## config.mk

```make
export PLATFORM = sky130hd
export DESIGN_NAME = mem_access_unit
export DESIGN_NICKNAME = d
export VERILOG_FILES = /design/src/rtl/mem_access_unit.sv
export SDC_FILE = /design/constraint.sdc
export NUM_CORES = 1
export LEC_CHECK = 0
export CORE_MARGIN = 4
export CORE_UTILIZATION = 47
export DETAILED_ROUTE_END_ITERATION = 12
export PLACE_DENSITY = 0.87
export RECOVER_POWER = 100
export SLEW_MARGIN = 15
export SYNTH_ARGS = -nofsm -noshare
export SYNTH_HDL_FRONTEND = slang
export SYNTH_SLANG_ARGS = --single-unit
```

## constraint.sdc

```tcl
create_clock -name Clk -period 3.5 [get_ports Clk]
set_input_delay 0.7 -clock Clk [delete_from_list [all_inputs] [get_ports Clk]]
set_output_delay 0.7 -clock Clk [all_outputs]
set_load 0.02 [all_outputs]
```

## src/rtl/mem_access_unit.sv

```systemverilog
// MEM-stage load/store unit: byte/half/word loads with extension, SB/SH as read-modify-write.
// Optional macro MAU_ALIGN_CHECK_EN rejects misaligned accesses; otherwise low address bits are dropped.
module mem_access_unit #(
   parameter int DEPTH = 1024
) (
   input  logic        Clk,
   input  logic        Rst_n,
   input  logic        MemReq,
   input  logic [2:0]  MemOp,
   input  logic [31:0] Addr,
   input  logic [31:0] StoreData,
   output logic        Stall,
   output logic [31:0] LoadData,
   output logic        LoadValid,
   output logic        AlignErr,
   output logic [31:0] DmemAddr,
   output logic        DmemWrite,
   output logic [31:0] DmemWrData,
   input  logic [31:0] DmemRdData,
   output logic [1:0]  DbgState
);

   localparam int AW = $clog2(DEPTH);

   localparam logic [2:0] OP_LB  = 3'b000;
   localparam logic [2:0] OP_LH  = 3'b001;
   localparam logic [2:0] OP_SW  = 3'b011;
   localparam logic [2:0] OP_LBU = 3'b100;
   localparam logic [2:0] OP_LHU = 3'b101;
   localparam logic [2:0] OP_SB  = 3'b110;
   localparam logic [2:0] OP_SH  = 3'b111;

   typedef enum logic [1:0] {
      IDLE    = 2'd0,
      RD_WAIT = 2'd1,
      DONE    = 2'd2
   } stateType;

   stateType    state, nextState;
   logic [2:0]  opQ;
   logic [AW+1:0] addrQ;
   logic [15:0] dataQ;

   logic        reqByte, reqHalf, reqWord, rejectReq;
   logic [31:0] effAddr;
   logic        qIsLoad;
   logic [7:0]  rdByte;
   logic [15:0] rdHalf;
   logic [31:0] loadExt, mergedWord;
   logic        unusedAddrBits;

   function automatic logic [31:0] wordIdx(input logic [AW-1:0] w);
      return {{(32-AW){1'b0}}, w};
   endfunction

   always_comb begin
      reqByte = 1'b0;
      reqHalf = 1'b0;
      case (MemOp)
         OP_LB, OP_LBU, OP_SB: reqByte = 1'b1;
         OP_LH, OP_LHU, OP_SH: reqHalf = 1'b1;
         default: ;
      endcase
      reqWord = !reqByte && !reqHalf;
`ifdef MAU_ALIGN_CHECK_EN
      rejectReq = (reqWord && (Addr[1:0] != 2'b00)) || (reqHalf && Addr[0]);
      effAddr   = Addr;
`else
      rejectReq = 1'b0;
      effAddr   = Addr;
      if (reqWord)
         effAddr[1:0] = 2'b00;
      else if (reqHalf)
         effAddr[0] = 1'b0;
`endif
   end

   // Bits above the memory span only cause wrap-around, so they are dropped.
   assign unusedAddrBits = ^effAddr[31:AW+2];

   assign qIsLoad = (opQ != OP_SB) && (opQ != OP_SH);

   always_comb begin
      rdByte = DmemRdData[{addrQ[1:0], 3'b000} +: 8];
      rdHalf = addrQ[1] ? DmemRdData[31:16] : DmemRdData[15:0];
      case (opQ)
         OP_LB:   loadExt = {{24{rdByte[7]}}, rdByte};
         OP_LBU:  loadExt = {24'h0, rdByte};
         OP_LH:   loadExt = {{16{rdHalf[15]}}, rdHalf};
         OP_LHU:  loadExt = {16'h0, rdHalf};
         default: loadExt = DmemRdData;
      endcase
      mergedWord = DmemRdData;
      if (opQ == OP_SB)
         mergedWord[{addrQ[1:0], 3'b000} +: 8] = dataQ[7:0];
      else if (addrQ[1])
         mergedWord[31:16] = dataQ;
      else
         mergedWord[15:0] = dataQ;
   end

   // Handshake: while Stall is high the request on MemReq/MemOp/Addr/StoreData is still in
   // service and must be held; it retires in the first cycle Stall is low (IDLE for SW or a
   // rejected access, DONE otherwise). MemReq in DONE is the retiring op and is ignored.
   always_comb begin
      nextState  = state;
      Stall      = 1'b0;
      DmemWrite  = 1'b0;
      DmemAddr   = '0;
      DmemWrData = '0;
      AlignErr   = 1'b0;
      if (Rst_n) begin
         case (state)
            IDLE: begin
               if (MemReq) begin
                  if (rejectReq) begin
                     AlignErr = 1'b1;
                  end else if (MemOp == OP_SW) begin
                     DmemWrite  = 1'b1;
                     DmemAddr   = wordIdx(effAddr[AW+1:2]);
                     DmemWrData = StoreData;
                  end else begin
                     DmemAddr  = wordIdx(effAddr[AW+1:2]);
                     Stall     = 1'b1;
                     nextState = RD_WAIT;
                  end
               end
            end
            RD_WAIT: begin
               Stall     = 1'b1;
               DmemAddr  = wordIdx(addrQ[AW+1:2]);
               nextState = DONE;
               if (!qIsLoad) begin
                  DmemWrite  = 1'b1;
                  DmemWrData = mergedWord;
               end
            end
            DONE:    nextState = IDLE;
            default: nextState = IDLE;
         endcase
      end
   end

   always_ff @(posedge Clk or negedge Rst_n) begin
      if (!Rst_n) begin
         state    <= IDLE;
         opQ      <= '0;
         addrQ    <= '0;
         dataQ    <= '0;
         LoadData <= '0;
      end else begin
         state <= nextState;
         if (state == IDLE && nextState == RD_WAIT) begin
            opQ   <= MemOp;
            addrQ <= effAddr[AW+1:0];
            dataQ <= StoreData[15:0];
         end
         if (state == RD_WAIT && qIsLoad)
            LoadData <= loadExt;
      end
   end

   assign LoadValid = (state == DONE) && qIsLoad;
   assign DbgState  = state;

endmodule

```

==> impl_results.md <==
* CTS max path bufs at 2
* Final Hold Viols at 0
* Area of the multi-input gates at 2700 sq um
* Critical Path Slowest Stage Cell: dfrtp_2
* Mapped cell area at roughly 4700 sq um
* CP Cell Sequence: buf_12 > buf_6 > ha_1 > nor4bb_1 > clkbuf_2 > a221oi_1 > a211o_1 > a21oi_1 > clkbuf_1
* Drt first pass iters at 6
* Setup Crit Path Kind: reg2out
* Synthesized area per cell at 9.35 sq um
* Largest net degree at the start of global routing at 52
* Tmin final at between 3000 and 4000 ps
* CTS tree: built
* Fillcell total at 843
* Worst slew margin at 14.2%
* Prevailing post-synth register cell: dfrtp_1
* WL/cell at 19.3 um
* Synth area leaders: dfrtp_1 (34%), mux2_2 (8.1%), buf_4 (5.1%)
* Post-synth top cells: dfrtp_1 (65), nand2_1 (59), a21oi_1 (45), mux2_2 (34), buf_4 (32)
* Crit share post-route at between 90% and 100%
* Vias in the first global route at 4476
* Unique masters post-synth at 55
* Leak pwr at 0.00273 uW
* Final Skew at approximately 10 ps
* Max-cap violation count at 0
* Core Box Area at 9770 sq um
* Max Transition Viols Final at 0
* Share of the synthesized area in the top cell type at 34.4%
* Worst hold path class: in2async
* Post-DRT Antenna Nets at 0
* WP data arrival at 2640 ps
* Sequential area share after synthesis at 34.4%
* Required @ worst endpoint at 2800 ps
* Placement Setup Slack at -15.4 ps
* Residual DRC at 0
* Setup ws final at 162 ps
* Clock Sinks at 65
* GRT Total Usage at around a quarter
* Placer Congestion at 0.948
* I/O Pins at 204
* Slew @ Worst Pin at 1290 ps
* Ys async rst share at 100%
* DP Cell Count at 778
* CTS Buf Count at 9
* Status: completed
* Syn Inst Count at 506
* Initial antenna violation count at 0
* Most common cell in the netlist: dfrtp_1
* Die width at 108 um
* EDFF count, synth at 0
* Final Setup Violations at 0
* First-pass GRT wire length at 23.6 mm
* Startpoint types: flop
* Clock transition at path regs at 80 ps
* Die area at ~12000 sq um
* Crit-path max cell delay at around 450 ps
* Area Overhead vs Synth at 36.0%
* Leading area contributor after synthesis: dfrtp_1
* Peak supply drop at 0.285 mV
* Nets at 766
* Worst-Skew Late Latency at 350 ps
* DRT iter0 DRCs at 439
* Reg2Reg Setup Slack at 620 ps
* Htree depth at 3
* FP Rows at 36
* Post-route insts no fill at between 700 and 800
* DR vias/cell at 5.75
* Final wirelength at 15.4 mm
* DR vias at 4585
* Starting Density at 48.4%
* Clock Root Buffer: clkbuf_8
* Power per cell area at 598 nW/um^2
* Antenna Cells at 0
* Register area at 1630 sq um
* F_max at 0.300 GHz
* Number of port buffers at 160
* RSZ-0062 raised after global routing: no
* CP endpoint kind: output pin
* Max Fanout on Critical Path at 17
* Fraction of layout cells with a size suffix above 1 at 15.5%
* #FFs+latches synth at 65
* Cell family with the largest share of critical-path delay: buffers and inverters
* CP Buf/Inv Count at 4
* Yosys warns at 0
* DP HPWL at roughly 12 mm
* Die H at 108 um
* Gr ovfl total at 0
sequential cells by signal, summed over array words and instances (netlist names):
| name | count |
|---|---|
| DbgState | 2 |
| LoadData | 32 |
| addrQ | 12 |
| opQ | 3 |
| dataQ | 16 |
metal layers:
| metal | vias to the layer above | GRT usage [%] | part of all wire, % |
|---|---|---|---|
| met2 | 243 | 42.5 | 50 |
| met3 | 16 | 3.82 | 8.7 |
| met5 | - | 0 | 0 |
| li1 | 2114 | - | - |
| met1 | 2212 | 36.0 | 41 |
| met4 | 0 | 6.22 | 1.0 |
final timing paths:
path | start | end | cells after the start
min reg2reg | LoadData[4]$_DFFE_PN0P_ | LoadData[4]$_DFFE_PN0P_ | 2
max in group asynchronous | Rst_n | addrQ[1]$_DFFE_PN0P_ | 3
min | Rst_n | dataQ[10]$_DFFE_PN0P_ | 2
max reg2reg | opQ[1]$_DFFE_PN0P_ | LoadData[25]$_DFFE_PN0P_ | 5
max | addrQ[1]$_DFFE_PN0P_ | DmemWrData[25] | 9
min in group Clk | LoadData[4]$_DFFE_PN0P_ | LoadData[4]$_DFFE_PN0P_ | 2
cell families after synthesis:
kind of cell    after synthesis  synth area share (%)
compound gates              154                  23.9
other cells                   1                0.0792
simple gates                135                  15.9
fa+ha+maj                     5                  1.32
buf+inv                      84                  9.94
mux                          62                  14.5
flops                        65                  34.4
cells in the final DEF, fill, tap and decap left out, types with 6 or more instances in the layout:
| master | synthesis | final |
|---|---|---|
| a211o_1 | 16 | 16 |
| dlygate4sd2_1 | 0 | 10 |
| a21oi_2 | 10 | 9 |
| nand2_1 | 59 | 59 |
| mux2_1 | 6 | 6 |
| clkbuf_8 | 0 | 9 |
| clkbuf_2 | 0 | 11 |
| dlygate4sd3_1 | 0 | 48 |
| nor3b_1 | 8 | 8 |
| clkbuf_1 | 12 | 16 |
| conb_1 | 1 | 23 |
| a211oi_1 | 7 | 7 |
| dfrtp_1 | 65 | 64 |
| a21oi_1 | 45 | 47 |
| buf_4 | 32 | 11 |
| inv_1 | 20 | 20 |
| mux2_2 | 34 | 34 |
| mux2i_1 | 21 | 21 |
| a221oi_1 | 16 | 16 |
| o21ai_0 | 15 | 16 |
| nor2_1 | 21 | 21 |
| clkdlybuf4s50_1 | 0 | 79 |
| a22oi_1 | 20 | 20 |
| nor2b_1 | 6 | 6 |
timing repair:
action	in CTS	in global routing
buffers inserted	2	1
hold buffers	0	0
endpoints found under the setup margin	24	16
resized for setup	22	31
pin swaps	1	0
final cells by class:
type	count	area share (%)
Clock inverter	7	1.11
Clock buffer	9	1.93
Multi-Input combinational cell	379	42.0
Timing Repair Buffer	182	25.8
Inverter	22	1.28
Sequential cell	65	25.3
Tap cell	133	2.59
stage by stage:
stage	setup TNS (ps)	instance area (sq um)	utilization (%)	hold slack, ps	power, uW
2_1_floorplan	0	4810	-	404	2510
3_3_place_gp	0	6360	65.1	482	3220
3_5_place_dp	-25.8	6360	65.1	482	3300
4_1_cts	0	6560	67.1	347	3950
5_1_grt	0	6430	65.8	422	4080
6_report	0	6430	65.8	408	3850
where the power goes:
group	internal (uW)	total, uW	switching (uW)
clock network	327	645	318
logic	846	1910	1060
registers	1050	1290	240
total	2230	3850	1620
Power figures use the tool's default switching activity.
